<file path="config.mk">
export PLATFORM = sky130hd
export DESIGN_NAME = vga_tile_fetch_arbiter_flat
export DESIGN_NICKNAME = d
export VERILOG_FILES = /design/src/rtl/vga_tile_fetch_arbiter_if.sv /design/src/rtl/vga_tile_fetch_arbiter.sv /design/src/flat_wrapper.sv
export SDC_FILE = /design/constraint.sdc
export NUM_CORES = 1
export LEC_CHECK = 0
export ABC_AREA = 0
export CAP_MARGIN = 20
export CORE_ASPECT_RATIO = 0.75
export CORE_MARGIN = 8
export CORE_UTILIZATION = 55
export CTS_CLUSTER_DIAMETER = 80
export CTS_CLUSTER_SIZE = 10
export DETAILED_ROUTE_END_ITERATION = 16
export PLACE_DENSITY = 0.76
export SLEW_MARGIN = 10
export SYNTH_ARGS = -nofsm -noshare
export SYNTH_HDL_FRONTEND = slang
export SYNTH_SLANG_ARGS = --single-unit
</file>
<file path="constraint.sdc">
create_clock -name clk -period 3.6 [get_ports clk]
set_input_delay 0.54 -clock clk [delete_from_list [all_inputs] [get_ports clk]]
set_output_delay 0.54 -clock clk [all_outputs]
set_load 0.005 [all_outputs]
</file>
<file path="src/rtl/vga_tile_fetch_arbiter_if.sv">
// Shared memory-port bus for vga_tile_fetch_arbiter.
// Carries the CPU request/acknowledge bus and the synchronous-read memory port.
// slave  : the arbiter's view (serves the CPU, drives the memory port)
// master : the environment's view (the CPU issuing requests, the memory returning data)
interface vga_tile_fetch_arbiter_if;
  logic        cpu_req;
  logic        cpu_we;
  logic [15:0] cpu_addr;
  logic [15:0] cpu_wdata;
  logic        cpu_ack;
  logic [15:0] cpu_rdata;
  logic [15:0] mem_addr;
  logic        mem_we;
  logic [15:0] mem_wdata;
  logic [15:0] mem_rdata;

  modport slave (
    input  cpu_req, cpu_we, cpu_addr, cpu_wdata, mem_rdata,
    output cpu_ack, cpu_rdata, mem_addr, mem_we, mem_wdata
  );

  modport master (
    output cpu_req, cpu_we, cpu_addr, cpu_wdata, mem_rdata,
    input  cpu_ack, cpu_rdata, mem_addr, mem_we, mem_wdata
  );
endinterface

</file>
<file path="src/rtl/vga_tile_fetch_arbiter.sv">
// Tile-number fetch arbiter: shares one synchronous-read memory port between the
// CPU and a per-row VGA prefetch into a double-buffered line buffer. The VGA fetch
// has priority; the CPU uses the leftover port cycles.
// Optional feature macro: VGA_CPU_FAIR_EN -- after FAIR_LIMIT consecutive VGA
// grants with the CPU waiting, one port cycle is handed to the CPU.
module vga_tile_fetch_arbiter #(
  parameter int TILES_PER_ROW = 20,  // must be <= 32
  parameter int FAIR_LIMIT    = 4
) (
  input  logic        clk,
  input  logic        reset,
  input  logic        row_start,
  input  logic [3:0]  row_y,
  input  logic [15:0] start_address,
  input  logic [15:0] row_length,
  input  logic [4:0]  x_sup_pix,
  output logic [8:0]  pic_num,
  output logic        fetch_busy,
  output logic        underrun,
  vga_tile_fetch_arbiter_if.slave bus
);

  typedef enum logic [1:0] {IDLE, FETCH, DRAIN} fetchStateT;

  localparam logic [4:0] LAST_IDX = 5'(TILES_PER_ROW - 1);

  fetchStateT  state, stateNext;
  logic [15:0] rowBase;
  logic [4:0]  issueIdx;     // next tile index to issue
  logic [4:0]  wrIdx;        // index of the word returning this cycle
  logic        wrPending;    // memory data this cycle belongs to the VGA fetch
  logic        frontBank;    // bank currently displayed
  logic        backValid;    // back bank holds a complete row
  logic        ackRead;      // the access being acknowledged is a read
  logic [15:0] lastAddr;
  logic [15:0] lastWdata;
  logic [15:0] rdataHold;
  logic        vgaGrant;
  logic        cpuGrant;
  logic        fairStall;
  logic [8:0]  lineBuf [64];  // {bank, index}

`ifdef VGA_CPU_FAIR_EN
  localparam int FAIR_W = $clog2(FAIR_LIMIT + 1);
  localparam logic [FAIR_W-1:0] FAIR_MAX = FAIR_W'(FAIR_LIMIT);

  logic [FAIR_W-1:0] fairCnt;

  // The CPU steals one cycle once the VGA has won FAIR_LIMIT times in a row.
  assign fairStall = (fairCnt == FAIR_MAX) && bus.cpu_req && !bus.cpu_ack;

  // Count consecutive VGA wins while the CPU is waiting.
  always_ff @(posedge clk or posedge reset) begin
    if (reset)
      fairCnt <= '0;
    else if (cpuGrant || !bus.cpu_req)
      fairCnt <= '0;
    else if (vgaGrant && fairCnt != FAIR_MAX)
      fairCnt <= fairCnt + 1'b1;
  end
`else
  // Fairness limit has no effect in strict-priority builds.
  localparam int fairLimit_unused = FAIR_LIMIT;
  assign fairStall = 1'b0;
`endif

  assign vgaGrant   = (state == FETCH) && !fairStall;
  assign cpuGrant   = !vgaGrant && bus.cpu_req && !bus.cpu_ack;
  assign fetch_busy = (state != IDLE);
  // Read data is only valid in the ack cycle, so it comes straight off the memory then.
  assign bus.cpu_rdata = (bus.cpu_ack && ackRead) ? bus.mem_rdata : rdataHold;

  // State register.
  // NOTE: sequential state always uses <= so every register samples pre-edge values.
  always_ff @(posedge clk or posedge reset) begin
    if (reset) state <= IDLE;
    else       state <= stateNext;
  end

  // Next-state: row_start always (re)starts a fetch; FETCH drains after the last issue.
  // NOTE: defaults first in always_comb so no path leaves a variable unassigned (no latch).
  always_comb begin
    stateNext = state;
    if (row_start) begin
      stateNext = FETCH;
    end else begin
      case (state)
        FETCH:   if (vgaGrant && issueIdx == LAST_IDX) stateNext = DRAIN;
        DRAIN:   stateNext = IDLE;
        default: stateNext = state;
      endcase
    end
  end

  // Memory port mux: VGA issue, CPU access, or hold the last address with writes off.
  always_comb begin
    bus.mem_addr  = lastAddr;
    bus.mem_we    = 1'b0;
    bus.mem_wdata = lastWdata;
    if (vgaGrant) begin
      bus.mem_addr = rowBase + 16'(issueIdx);
    end else if (cpuGrant) begin
      bus.mem_addr  = bus.cpu_addr;
      bus.mem_we    = bus.cpu_we;
      bus.mem_wdata = bus.cpu_wdata;
    end
  end

  // Fetch sequencing, bank swap and underrun detection.
  always_ff @(posedge clk or posedge reset) begin
    if (reset) begin
      rowBase   <= '0;
      issueIdx  <= '0;
      wrIdx     <= '0;
      wrPending <= 1'b0;
      frontBank <= 1'b0;
      backValid <= 1'b0;
      underrun  <= 1'b0;
    end else begin
      underrun  <= row_start && (state != IDLE);
      wrPending <= vgaGrant && !row_start;  // a restart discards the in-flight word
      wrIdx     <= issueIdx;
      if (row_start) begin
        rowBase  <= start_address + ({12'd0, row_y} * row_length);
        issueIdx <= '0;
        if (state == IDLE && backValid) begin
          frontBank <= ~frontBank;
          backValid <= 1'b0;
        end
      end else begin
        if (vgaGrant)         issueIdx  <= issueIdx + 1'b1;
        if (state == DRAIN)   backValid <= 1'b1;
      end
    end
  end

  // CPU acknowledge and held port values.
  always_ff @(posedge clk or posedge reset) begin
    if (reset) begin
      bus.cpu_ack <= 1'b0;
      ackRead     <= 1'b0;
      rdataHold   <= '0;
      lastAddr    <= '0;
      lastWdata   <= '0;
    end else begin
      bus.cpu_ack <= cpuGrant;
      ackRead     <= cpuGrant && !bus.cpu_we;
      rdataHold   <= bus.cpu_rdata;
      lastAddr    <= bus.mem_addr;
      lastWdata   <= bus.mem_wdata;
    end
  end

  // Line-buffer write of returning tile numbers into the back bank.
  // NOTE: the line buffer has no reset so it maps onto RAM; rows are fully written before display.
  always_ff @(posedge clk) begin
    if (wrPending) lineBuf[{~frontBank, wrIdx}] <= bus.mem_rdata[8:0];
  end

  // Registered display read from the front bank; out-of-row indices read as 0.
  always_ff @(posedge clk or posedge reset) begin
    if (reset)                    pic_num <= '0;
    else if (x_sup_pix <= LAST_IDX) pic_num <= lineBuf[{frontBank, x_sup_pix}];
    else                          pic_num <= '0;
  end

endmodule
</file>
<file path="src/flat_wrapper.sv">
// flat-port wrapper written by rule: the top's interface ports become plain ports
module vga_tile_fetch_arbiter_flat 
#(
  parameter int TILES_PER_ROW = 20,                  
  parameter int FAIR_LIMIT    = 4
)
  (clk, reset, row_start, row_y, start_address, row_length, x_sup_pix, pic_num, fetch_busy, underrun, bus_cpu_req, bus_cpu_we, bus_cpu_addr, bus_cpu_wdata, bus_mem_rdata, bus_cpu_ack, bus_cpu_rdata, bus_mem_addr, bus_mem_we, bus_mem_wdata);
  vga_tile_fetch_arbiter_if bus_i ();
  input  logic clk;
  input  logic reset;
  input  logic row_start;
  input  logic [3:0] row_y;
  input  logic [15:0] start_address;
  input  logic [15:0] row_length;
  input  logic [4:0] x_sup_pix;
  output logic [8:0] pic_num;
  output logic fetch_busy;
  output logic underrun;
  input wire logic [$bits(bus_i.cpu_req)-1:0] bus_cpu_req;
  input wire logic [$bits(bus_i.cpu_we)-1:0] bus_cpu_we;
  input wire logic [$bits(bus_i.cpu_addr)-1:0] bus_cpu_addr;
  input wire logic [$bits(bus_i.cpu_wdata)-1:0] bus_cpu_wdata;
  input wire logic [$bits(bus_i.mem_rdata)-1:0] bus_mem_rdata;
  output wire logic [$bits(bus_i.cpu_ack)-1:0] bus_cpu_ack;
  output wire logic [$bits(bus_i.cpu_rdata)-1:0] bus_cpu_rdata;
  output wire logic [$bits(bus_i.mem_addr)-1:0] bus_mem_addr;
  output wire logic [$bits(bus_i.mem_we)-1:0] bus_mem_we;
  output wire logic [$bits(bus_i.mem_wdata)-1:0] bus_mem_wdata;
  assign bus_i.cpu_req = bus_cpu_req;
  assign bus_i.cpu_we = bus_cpu_we;
  assign bus_i.cpu_addr = bus_cpu_addr;
  assign bus_i.cpu_wdata = bus_cpu_wdata;
  assign bus_i.mem_rdata = bus_mem_rdata;
  assign bus_cpu_ack = bus_i.cpu_ack;
  assign bus_cpu_rdata = bus_i.cpu_rdata;
  assign bus_mem_addr = bus_i.mem_addr;
  assign bus_mem_we = bus_i.mem_we;
  assign bus_mem_wdata = bus_i.mem_wdata;
  vga_tile_fetch_arbiter #(.TILES_PER_ROW(TILES_PER_ROW), .FAIR_LIMIT(FAIR_LIMIT)) u_core (.clk(clk), .reset(reset), .row_start(row_start), .row_y(row_y), .start_address(start_address), .row_length(row_length), .x_sup_pix(x_sup_pix), .pic_num(pic_num), .fetch_busy(fetch_busy), .underrun(underrun), .bus(bus_i));
endmodule
</file>
==> metrics.cfg <==
[drt]
wl_per_cell_um = 25.21
viasPerCell = 5.889
vias = 12179
drt_iter0_drc = 1190
ant_nets = 0
drc_errors = 0
routed_wl_um = 52140
drtPass1Iterations = 6

[synth]
yosys_warnings = 0
synth-seq-cells = 475
syn_inst = 1271
synth-main-ff-cell = edfxtp_1
syn_avg_cell_area_sq_um = 16.45
syn-cell-area_sq_mm = 0.02091
synth.distinct_cells = 52
async_flop_share_pct = 19.16
synth_fp_nets = 1429
ys_seq_area_share_pct = 66.05
synth_edf_count = 384

[sta]
fmax_ghz = 0.2848
tightest_slew_ns = 0.9940
fin_tns_setup_ns = 0
period_share_pct = 97.52
fin_crit_ns = 3.511
relSlewSlack_pct = 33.49
finalSetupViolCount = 0
maxSlewViolCount = 0
finalClockSkew_ns = 0.02305
hold_violations = 0

[die]
start_util_pct = 55.23
row_count = 62
io-pin-count = 155
dieArea_sq_mm = 0.04457
core_sq_mm = 0.03786
fp.dieH_um = 184.8
die_w_um = 241.1

[run_status]
outcome = complete, no violations

[layout]
nNetsFinal = 1680
drive_gt1_share_pct = 24.57
final_common_cell = edfxtp_1
fin_cells = 2068
area.growth.synth_to_final_pct = 21.49
final_cell_mix = 384 x edfxtp_1, 125 x clkdlybuf4s50_1, 109 x mux4_2
nFillCells = 2611

[clock_tree]
ctsHtreeMaxLevel = 2
cts_sinks = 475
cts_made_buffers = 53
clkTransAtPathRegs_ns = 0.06
cts_buffer_depth = 3
clkLatencyLatePin_ns = 0.59
hold_buffers = 0
cts_tree = yes
root_buffer = clkbuf_16

[pwr]
switching_share_pct = 25.49
pwr-share-seq_pct = 45.9
worst_ir_drop_vdd_mv = 0.3640
static-leakage-power_uw = 0.009254
internal-power_uw = 10270
pwr-share-clk_pct = 34.9
p_per_area_mw_per_mm2 = 542.7
combPwrFrac_pct = 19.2
p_switching_uw = 3513
total_power_uw = 13780

[worst_setup_path]
crit_path_start_kind = input pin
worstPathRequired_ns = 4.06
path_class = in2reg
crit_fanout = 7
critPathArrivalTime_ns = 3.97
critPathCaptureType = flop

[place]
gp_congestion = 0.8723
io_buffers = 154
dp_cells = 1974
dpl.hpwl_um = 35090

[worst_hold_path]
hp-class = in2reg

[global_routing]
overflow = 0
grt_pass1_vias = 12651
grtUsageTotal_pct = 23.40
antenna_found_initial = 1
grt_pass1_wl_um = 77580
grt_max_degree = 92

[flow_run]
maxCapViolCount = 0

## metrics by stage
stage | hold slack [ns] | setup slack (ns) | util, % | area (sq um)
detailed placement | 0.4839 | -0.9496 | 62.63 | 23710
floorplan | 0.4168 | -0.2088 | - | 21060
finish | 0.3609 | 0.08912 | 67.09 | 25400
global placement | 0.4791 | -0.8202 | 62.63 | 23710
CTS | 0.3111 | 0.005525 | 66.79 | 25280
global route | 0.3349 | -0.01715 | 67.08 | 25400
## Yosys cell counts, drive strengths merged (25+ instances only)
master	number	area share, %
fa	39	3.7
nor2	100	1.8
ha	25	1.5
mux4	109	12
mux2	48	2.6
edfxtp	384	55
dfrtp	91	11
clkbuf	39	0.70
nand2	52	0.93
inv	75	1.3
and2	49	1.5
a21oi	53	1.3
## sequential cells by signal (all words and copies together), names as in the netlist, 2 cells and up
name,cells
u_core.lineBuf,384
u_core.issueIdx,5
u_core.rdataHold,16
u_core.lastWdata,16
u_core.state,2
u_core.lastAddr,16
u_core.rowBase,16
u_core.pic_num,9
u_core.wrIdx,5
## final cells by class
cell class	instances	area [sq um]	share of cell area, %
inverters	77	291.5	1.148
clock buffers	84	1443	5.680
flip-flops and latches	475	13810	54.37
repair buffers	258	2349	9.247
clock inverters	4	75.07	0.2956
well taps	512	640.6	2.522
multi-input cells	657	6788	26.73
diodes	1	2.502	0.009853
## repair_timing
action                                  4_1_cts  5_1_grt
gates resized for setup                      32       44
endpoints found under the setup margin       20       20
setup buffers                                 2        3
pin swaps                                     7       20
hold endpoints to repair                      0        0
## power by group through the flow
stage	Sequential (uW)	Combinational, uW	Clock, uW
floorplan	6390	1440	0
global placement	6420	2420	0
detailed placement	6430	2480	0
CTS	6320	2560	4870
global route	6360	2890	5100
finish	6330	2650	4800
## cells by family (layout without fill, tap and decap cells)
kind of cell    after synthesis  in the layout  synth area share, %
compound gates              130            130                3.860
xor+xnor                     31             31                1.299
simple gates                268            268                6.218
other cells                   0              1                    0
fa+ha+maj                    64             64                5.231
mux                         164            164                14.66
flops                       475            475                66.05
buf+inv                     139            423                2.681
## critical path, cell delays in order
cell and delay (ns):
buf_2 0.13, buf_6 0.13, and2_4 0.14, fa_1 0.55, inv_2 0.05, fa_1 0.52, inv_2 0.04, fa_1 0.51
ha_2 0.21, or3_4 0.41, o221ai_2 0.13, nor2b_4 0.16, a21oi_2 0.04, xnor2_1 0.13, mux2_2 0.26
## layer usage
metal | share of wire (%) | vias up | global-route usage (%)
li1 | - | 5284 | -
met1 | 40 | 6224 | 32.43
met2 | 48 | 550 | 36.68
met3 | 8.9 | 121 | 5.679
met4 | 3.2 | 0 | 7.513
met5 | 0 | - | 0
## path summary, 6_finish.rpt
check / startpoint / to / slack (ns) / depth (start not counted)
max in group asynchronous: reset / u_core.issueIdx[0] / 2.80 / 3
max reg2reg: u_core.wrIdx[0] / u_core.lineBuf[36][8] / 1.03 / 3
min: bus_mem_rdata[7] / u_core.rdataHold[7] / 0.36 / 2
min in group asynchronous: reset / u_core.rdataHold[13] / 0.43 / 3
max: row_y[2] / u_core.rowBase[15] / 0.09 / 15
min reg2reg: u_core.lastWdata[13] / u_core.lastWdata[13] / 0.50 / 1
(Power assumes the default switching activity.)
